==> src/rtl/tdm_defs.v <==
// Shared constants for the two-slot TDM result bus.
`ifndef TDM_DEFS_V
`define TDM_DEFS_V
`define TDM_WORD_W    16
`define TDM_NUM_SLOTS 2
`define TDM_SLOT0     1'b0
`define TDM_SLOT1     1'b1
`define TDM_CNT_W     8
`endif

==> src/rtl/tdm_slot_rx_pkg.sv <==
// Types and constants shared by the TDM slot receiver, its queues and its interface.
`include "tdm_defs.v"

package tdm_slot_rx_pkg;
  localparam int WORD_W    = `TDM_WORD_W;
  localparam int NUM_SLOTS = `TDM_NUM_SLOTS;
  localparam int CNT_W     = `TDM_CNT_W;
  localparam logic [CNT_W-1:0] CNT_MAX = '1;

  typedef enum logic [1:0] {
    FILL_EMPTY,
    FILL_PARTIAL,
    FILL_FULL
  } fill_e;

  function automatic fill_e fill_level(input int unsigned count, input int unsigned depth);
    if (count == 0) return FILL_EMPTY;
    if (count >= depth) return FILL_FULL;
    return FILL_PARTIAL;
  endfunction
endpackage

==> src/rtl/tdm_slot_rx_if.sv <==
// Bus-side and consumer-side signals of tdm_slot_rx; drop counters exist only
// when TDM_SLOT_RX_STATS_EN is defined.
interface tdm_slot_rx_if import tdm_slot_rx_pkg::*; #(parameter int WIDTH = WORD_W);
  logic             in_valid;
  logic             in_slot;
  logic [WIDTH-1:0] in_data;
  logic             out_valid0;
  logic             out_valid1;
  logic             out_ready0;
  logic             out_ready1;
  logic [WIDTH-1:0] out_data0;
  logic [WIDTH-1:0] out_data1;
  logic             ovf0;
  logic             ovf1;
  logic             ovf_clr;
`ifdef TDM_SLOT_RX_STATS_EN
  logic [CNT_W-1:0] drop_cnt0;
  logic [CNT_W-1:0] drop_cnt1;

  modport slave (
    input  in_valid, in_slot, in_data, out_ready0, out_ready1, ovf_clr,
    output out_valid0, out_valid1, out_data0, out_data1, ovf0, ovf1,
           drop_cnt0, drop_cnt1
  );

  modport master (
    output in_valid, in_slot, in_data, out_ready0, out_ready1, ovf_clr,
    input  out_valid0, out_valid1, out_data0, out_data1, ovf0, ovf1,
           drop_cnt0, drop_cnt1
  );
`else
  modport slave (
    input  in_valid, in_slot, in_data, out_ready0, out_ready1, ovf_clr,
    output out_valid0, out_valid1, out_data0, out_data1, ovf0, ovf1
  );

  modport master (
    output in_valid, in_slot, in_data, out_ready0, out_ready1, ovf_clr,
    input  out_valid0, out_valid1, out_data0, out_data1, ovf0, ovf1
  );
`endif
endinterface

==> src/rtl/tdm_rx_fifo.sv <==
// Per-slot queue: registered head and valid, drop pulse when a push hits a full queue
// that is not popped on the same edge.
module tdm_rx_fifo
  import tdm_slot_rx_pkg::*;
#(
  parameter int DEPTH = 4,
  parameter int WIDTH = 16
) (
  input  logic             clk,
  input  logic             rst_n,
  input  logic             push,
  input  logic             pop_req,
  input  logic [WIDTH-1:0] data_in,
  output logic [WIDTH-1:0] data_out,
  output logic             valid,
  output logic             drop
);
  localparam int PTR_W = $clog2(DEPTH);

  logic [WIDTH-1:0] mem_q [DEPTH];
  logic [PTR_W-1:0] wr_ptr_q;
  logic [PTR_W-1:0] rd_ptr_q;
  logic [PTR_W:0]   count_q;
  fill_e            fill;
  logic             full;
  logic             pop;
  logic             accept;

  // A full queue still accepts when its head leaves on the same edge.
  always_comb begin
    fill   = fill_level(32'(count_q), 32'(DEPTH));
    valid  = (fill != FILL_EMPTY);
    full   = (fill == FILL_FULL);
    pop    = valid && pop_req;
    accept = push && (!full || pop);
    drop   = push && full && !pop;
  end

  always_ff @(posedge clk or negedge rst_n) begin
    if (!rst_n) begin
      wr_ptr_q <= '0;
      rd_ptr_q <= '0;
      count_q  <= '0;
      for (int i = 0; i < DEPTH; i++) mem_q[i] <= '0;
    end else begin
      if (accept) begin
        mem_q[wr_ptr_q] <= data_in;
        wr_ptr_q        <= wr_ptr_q + 1'b1;
      end
      if (pop) rd_ptr_q <= rd_ptr_q + 1'b1;
      if (accept && !pop)      count_q <= count_q + 1'b1;
      else if (pop && !accept) count_q <= count_q - 1'b1;
    end
  end

  assign data_out = mem_q[rd_ptr_q];
endmodule

==> src/rtl/tdm_slot_rx.sv <==
// Demultiplexes the two-slot TDM result bus into independent per-slot queues with
// sticky overflow flags; TDM_SLOT_RX_STATS_EN adds saturating per-slot drop counters.
`include "tdm_defs.v"

module tdm_slot_rx
  import tdm_slot_rx_pkg::*;
#(
  parameter int DEPTH = 4,
  parameter int WIDTH = WORD_W
) (
  input  logic          clk,
  input  logic          rst_n,
  tdm_slot_rx_if.slave  bus
);
  logic                 push0;
  logic                 push1;
  logic                 drop0;
  logic                 drop1;
  logic [NUM_SLOTS-1:0] drop_vec;
  logic [NUM_SLOTS-1:0] ovf_q;

  assign push0 = bus.in_valid && (bus.in_slot == `TDM_SLOT0);
  assign push1 = bus.in_valid && (bus.in_slot == `TDM_SLOT1);

  tdm_rx_fifo #(.DEPTH(DEPTH), .WIDTH(WIDTH)) u_fifo0 (
    .clk      (clk),
    .rst_n    (rst_n),
    .push     (push0),
    .pop_req  (bus.out_ready0),
    .data_in  (bus.in_data),
    .data_out (bus.out_data0),
    .valid    (bus.out_valid0),
    .drop     (drop0)
  );

  tdm_rx_fifo #(.DEPTH(DEPTH), .WIDTH(WIDTH)) u_fifo1 (
    .clk      (clk),
    .rst_n    (rst_n),
    .push     (push1),
    .pop_req  (bus.out_ready1),
    .data_in  (bus.in_data),
    .data_out (bus.out_data1),
    .valid    (bus.out_valid1),
    .drop     (drop1)
  );

  assign drop_vec = {drop1, drop0};

  // A drop on the clearing edge wins over the clear.
  always_ff @(posedge clk or negedge rst_n) begin
    if (!rst_n) ovf_q <= '0;
    else        ovf_q <= drop_vec | (bus.ovf_clr ? '0 : ovf_q);
  end

  assign bus.ovf0 = ovf_q[0];
  assign bus.ovf1 = ovf_q[1];

`ifdef TDM_SLOT_RX_STATS_EN
  logic [CNT_W-1:0] drop_cnt_q [NUM_SLOTS];

  always_ff @(posedge clk or negedge rst_n) begin
    if (!rst_n) begin
      for (int k = 0; k < NUM_SLOTS; k++) drop_cnt_q[k] <= '0;
    end else begin
      for (int k = 0; k < NUM_SLOTS; k++) begin
        if (bus.ovf_clr)
          drop_cnt_q[k] <= drop_vec[k] ? CNT_W'(1) : '0;
        else if (drop_vec[k] && (drop_cnt_q[k] != CNT_MAX))
          drop_cnt_q[k] <= drop_cnt_q[k] + 1'b1;
      end
    end
  end

  assign bus.drop_cnt0 = drop_cnt_q[0];
  assign bus.drop_cnt1 = drop_cnt_q[1];
`endif
endmodule
==> src/flat_wrapper.sv <==
// flat-port wrapper written by rule: the top's interface ports become plain ports
module tdm_slot_rx_flat import tdm_slot_rx_pkg::*;
#(
  parameter int DEPTH = 4,
  parameter int WIDTH = WORD_W
)
  (clk, rst_n, bus_in_valid, bus_in_slot, bus_in_data, bus_out_ready0, bus_out_ready1, bus_ovf_clr, bus_out_valid0, bus_out_valid1, bus_out_data0, bus_out_data1, bus_ovf0, bus_ovf1);
  tdm_slot_rx_if #(.WIDTH(WIDTH)) bus_i ();
  input  logic clk;
  input  logic rst_n;
  input wire logic [$bits(bus_i.in_valid)-1:0] bus_in_valid;
  input wire logic [$bits(bus_i.in_slot)-1:0] bus_in_slot;
  input wire logic [$bits(bus_i.in_data)-1:0] bus_in_data;
  input wire logic [$bits(bus_i.out_ready0)-1:0] bus_out_ready0;
  input wire logic [$bits(bus_i.out_ready1)-1:0] bus_out_ready1;
  input wire logic [$bits(bus_i.ovf_clr)-1:0] bus_ovf_clr;
  output wire logic [$bits(bus_i.out_valid0)-1:0] bus_out_valid0;
  output wire logic [$bits(bus_i.out_valid1)-1:0] bus_out_valid1;
  output wire logic [$bits(bus_i.out_data0)-1:0] bus_out_data0;
  output wire logic [$bits(bus_i.out_data1)-1:0] bus_out_data1;
  output wire logic [$bits(bus_i.ovf0)-1:0] bus_ovf0;
  output wire logic [$bits(bus_i.ovf1)-1:0] bus_ovf1;
  assign bus_i.in_valid = bus_in_valid;
  assign bus_i.in_slot = bus_in_slot;
  assign bus_i.in_data = bus_in_data;
  assign bus_i.out_ready0 = bus_out_ready0;
  assign bus_i.out_ready1 = bus_out_ready1;
  assign bus_i.ovf_clr = bus_ovf_clr;
  assign bus_out_valid0 = bus_i.out_valid0;
  assign bus_out_valid1 = bus_i.out_valid1;
  assign bus_out_data0 = bus_i.out_data0;
  assign bus_out_data1 = bus_i.out_data1;
  assign bus_ovf0 = bus_i.ovf0;
  assign bus_ovf1 = bus_i.ovf1;
  tdm_slot_rx #(.DEPTH(DEPTH), .WIDTH(WIDTH)) u_core (.clk(clk), .rst_n(rst_n), .bus(bus_i));
endmodule
==> config.mk <==
export PLATFORM = sky130hd
export DESIGN_NAME = tdm_slot_rx_flat
export DESIGN_NICKNAME = d
export VERILOG_FILES = /design/src/rtl/tdm_slot_rx_pkg.sv /design/src/rtl/tdm_slot_rx_if.sv /design/src/rtl/tdm_rx_fifo.sv /design/src/rtl/tdm_slot_rx.sv /design/src/flat_wrapper.sv
export VERILOG_INCLUDE_DIRS = /design/src /design/src/rtl
export SDC_FILE = /design/constraint.sdc
export NUM_CORES = 1
export LEC_CHECK = 0
export BUFFER_PORTS_ARGS = -buffer_cell sky130_fd_sc_hd__clkbuf_2
export CAP_MARGIN = 20
export CORE_UTILIZATION = 52
export DETAILED_ROUTE_END_ITERATION = 12
export HOLD_SLACK_MARGIN = 0.12
export PLACE_DENSITY_LB_ADDON = 0.1
export SLEW_MARGIN = 20
export SYNTH_ARGS = -nofsm -noshare
export SYNTH_HDL_FRONTEND = slang
export SYNTH_SLANG_ARGS = --single-unit
==> constraint.sdc <==
create_clock -name clk -period 2.5 [get_ports clk]
set_input_delay 0.375 -clock clk [delete_from_list [all_inputs] [get_ports clk]]
set_output_delay 0.375 -clock clk [all_outputs]
set_load 0.02 [all_outputs]
==> flow_results.org <==
** Placement
- Post-place instance area :: 7150 sq um
- Number of placed instances with taps included :: 604
- Sum of net half-perimeters after detailed placement :: 8220 um
- Routability-driven placement finished with a final weighted congestion of 0.691.
- During placement, the flow inserted port buffers numbering 58.

** Drt
- ANT nets after route :: 0
- Total routed wirelength :: 12700 um
- The pre-antenna-repair detailed-routing pass consisted of 4 iterations.
- Dividing the detail-routed wire length by the instance count gives 19.9 um.
- After detailed routing, the number of remaining DRC violations is 0.
- Count of routing violations after the opening detailed-route iteration :: 176
- Dividing the detail-routed via count by the number of cells gives 5.41.
- Summing over every cut layer, the via total after detailed routing is 3445.

** Synthesis
- Yosys reg bits :: 144
- Synthesis produced a netlist whose cell count is 387.
- Post-Syn Area :: 6660 sq um
- Portion of the post-synthesis area used by sequential elements :: 54.1%
- The synthesized netlist devotes 1.58% of its cell area to XOR and XNOR gates.
- Post-synth cell types :: 23
- Syn_area_per_cell :: 17.2 sq um
- Synth Area in Compound Gates :: 0.188%
- Simple-gate area share of the yosys netlist :: 3.49%
- Post-synthesis net count :: 422
- During synthesis, Yosys emitted a total of 0 warnings.
- Adder-cell share of the synthesized area :: 2.48%
- In the synthesized netlist, mux cells make up 35.4% of the area.
- Combinational family with the most area after synthesis :: multiplexers

** CTS
- Clock tree synthesis inserted a total of 17 buffers.
- For the worst-skew pair, the clock arrives at the later sink with an insertion delay of 0.42 ns.
- The clock tree synthesis step divided the H-tree into 4 levels.
- Once the clock tree was built, the resizer swapped 0 gates to a different size.
- TritonCTS clock tree :: done
- Clock net sink count :: 144
- Clock-pin slew was measured on the worst setup and hold paths at 0.06 ns.
- In this run the deepest clock path goes through 2 buffers.
- The root buffer cell chosen for the clock tree is clkbuf_16.

** Setup path
- Along the worst path, the maximum fanout reaches 16.
- The worst setup path is captured at an output pin.
- For the worst setup path, the data arrival time is 1.84 ns.
- Kind of critical path :: flip-flop to output pin
- The worst setup path is launched from a flip-flop.
- CP Data Required Time :: 2.12 ns

** STA
- Worst Tran Pin Value :: 0.726 ns
- The final critical path takes up 88.6% of the cycle.
- Final critical delay including setup and external delays :: 2.22 ns
- Final Hold Violating Endpoints :: 0
- Summed over all failing endpoints, the final setup total negative slack is 0 ns.
- In this run the tightest slew margin relative to its limit is 51.6%.
- Timing would allow up to 0.451 GHz.
- On the final layout, the worst clock skew is 0.00687 ns.
- Setup violations remaining at the end of the flow were counted as 0.
- RSZ-0062 raised after global routing :: no
- Hold timing on the final database bottoms out at a slack of 0.207 ns.
- Final slew viol count :: 0

** Floorplanning
- Core Rows :: 40
- In this run the horizontal extent of the chip is 115 um.
- Boundary Pins :: 59
- Die footprint :: 13300 sq um
- Core area :: 12300 sq um
- Die Height :: 115 um
- Once the floorplan was initialized, standard cells occupied 54.3% of the core.

** Worst hold path
- The path class of the tightest hold or removal check is input port to flip-flop.

** Final layout
- The finished cells cover 7740 sq um.
- Antenna diodes :: 0
- Final Net Count :: 491
- The multi-input combinational cells in the finished layout cover a total of 2870 sq um.
- Final non-filler cell total :: 637
- Final Core Density :: 63.2%
- The area growth from synthesis to layout is 16.2%.
- The sequential cells in the finished layout cover a total of 3600 sq um.
- Ratio of cells with drive above 1 in the final layout :: 58.0%
- Counting the fill cells in the layout gives 918.

** Global routing
- Number of global-route vias before repair :: 3796
- The first global-routing pass estimated 20800 um of wire.
- Pin count of the biggest net entering global routing :: 77
- The number of antenna violations at the first check in global routing is 0.
- Total grt overflow :: 0
- In the global route stage, overall resource usage came out at 21.9%.

** Power and ir drop
- Leak Pwr :: 3.57 nW
- Power spread over the standard cell area amounts to 1450 nW/um^2.
- VDD sags by at most 0.810 mV.

** Job
- The tool flagged a number of max-cap violations equal to 0.

** Outcome
- The flow ran to the end, and the final reports show no timing, DRC or antenna violations.
-- worst max-delay path: stages (launching register included) --
cell and delay [ns]:
dfrtp_1 0.48, buf_12 0.22, mux4_2 0.54, clkbuf_2 0.18
-- sequential cells by signal, indices dropped and copies added, names as in the netlist --
name,count
u_core.ovf_q,2
u_core.u_fifo1.mem_q,64
u_core.u_fifo1.rd_ptr_q,2
u_core.u_fifo1.wr_ptr_q,2
u_core.u_fifo1.count_q,3
u_core.u_fifo0.wr_ptr_q,2
u_core.u_fifo0.count_q,3
u_core.u_fifo0.mem_q,64
u_core.u_fifo0.rd_ptr_q,2
-- cells in the mapped netlist (all sizes together) --
cell type / number / area (sq um)
or3: 2 / 12.5
mux4: 32 / 721
o22ai: 2 / 12.5
nand2b: 2 / 12.5
nor2: 2 / 7.51
nand4: 4 / 85.1
dfrtp: 144 / 3600
ha: 10 / 125
nand3: 6 / 80.1
xnor2: 8 / 70.1
inv: 10 / 37.5
buf: 19 / 143
clkbuf: 2 / 7.51
nand2: 4 / 15.0
fa: 2 / 40.0
nor2b: 2 / 20.0
mux2: 132 / 1640
xor2: 4 / 35.0
-- area by class of cell --
class / instances / area share (%)
Multi-Input combinational cell: 212 / 37.1
Inverter: 10 / 0.485
Clock inverter: 9 / 1.39
Tap cell: 168 / 2.71
Timing Repair Buffer: 71 / 5.61
Sequential cell: 144 / 46.5
Clock buffer: 23 / 6.17
-- timing repair --
| action | CTS | global route |
|---|---|---|
| endpoints found under the hold margin | 73 | 0 |
| setup buffers | 0 | 0 |
| hold buffers | 1 | 0 |
-- layer usage --
layer | GRT usage, % | up-vias | wire, um | part of all wire [%]
met4 | 6.75 | 0 | 133 | 1.1
met2 | 35.7 | 57 | 6260 | 49
met1 | 29.0 | 1817 | 5880 | 46
met3 | 5.75 | 11 | 392 | 3.1
li1 | - | 1560 | - | -
met5 | 0 | - | 0 | 0
-- final timing paths --
path | start | end | slack, ns | cells after the start
max | u_core.u_fifo0.rd_ptr_q[0]$_DFFE_PN0P_ | bus_out_data0[4] | 0.28 | 3
max in group asynchronous | rst_n | u_core.u_fifo1.mem_q[14]$_DFFE_PN0P_ | 1.31 | 3
max reg2reg | u_core.u_fifo1.count_q[0]$_DFFE_PN0P_ | u_core.u_fifo1.count_q[2]$_DFFE_PN0P_ | 0.35 | 8
min | bus_ovf_clr | u_core.ovf_q[0]$_DFF_PN0_ | 0.21 | 2
min in group asynchronous | rst_n | u_core.u_fifo0.mem_q[49]$_DFFE_PN0P_ | 0.55 | 2
min reg2reg | u_core.u_fifo0.count_q[2]$_DFFE_PN0P_ | u_core.u_fifo0.count_q[2]$_DFFE_PN0P_ | 0.49 | 1
-- layout by cell type (no fill, tap or decap), types with 8 or more instances in the layout --
cell type,count
clkbuf_2,57
mux2_4,40
buf_4,9
inv_1,10
xnor2_1,8
clkbuf_16,17
mux2_2,92
ha_1,10
dfrtp_1,144
mux4_2,32
-- report_power, final --
part           internal (W)  total, W  switching [W]  leakage (nW)
combinational       0.00253   0.00461        0.00209          1.55
clock               0.00155   0.00250       0.000952         0.283
sequential          0.00350   0.00415       0.000647          1.74
-- through the flow --
stage,power (W),worst slack (ns)
floorplan,0.00759,0.341
global placement,0.00866,0.346
detailed placement,0.00884,0.281
CTS,0.0114,0.247
global route,0.0119,0.208
finish,0.0113,0.285
-- logic make-up (layout without fill, tap and decap cells) --
logic type / count (synthesis) / in the layout
multiplexers: 164 / 164
flip-flops: 144 / 144
buffers and inverters: 31 / 113
AND/OR/NAND/NOR: 22 / 22
adder cells (fa/ha/maj): 12 / 12
XOR/XNOR: 12 / 12
AO/OA/AOI/OAI: 2 / 2
Note: power is estimated with default switching activity, not from simulation.
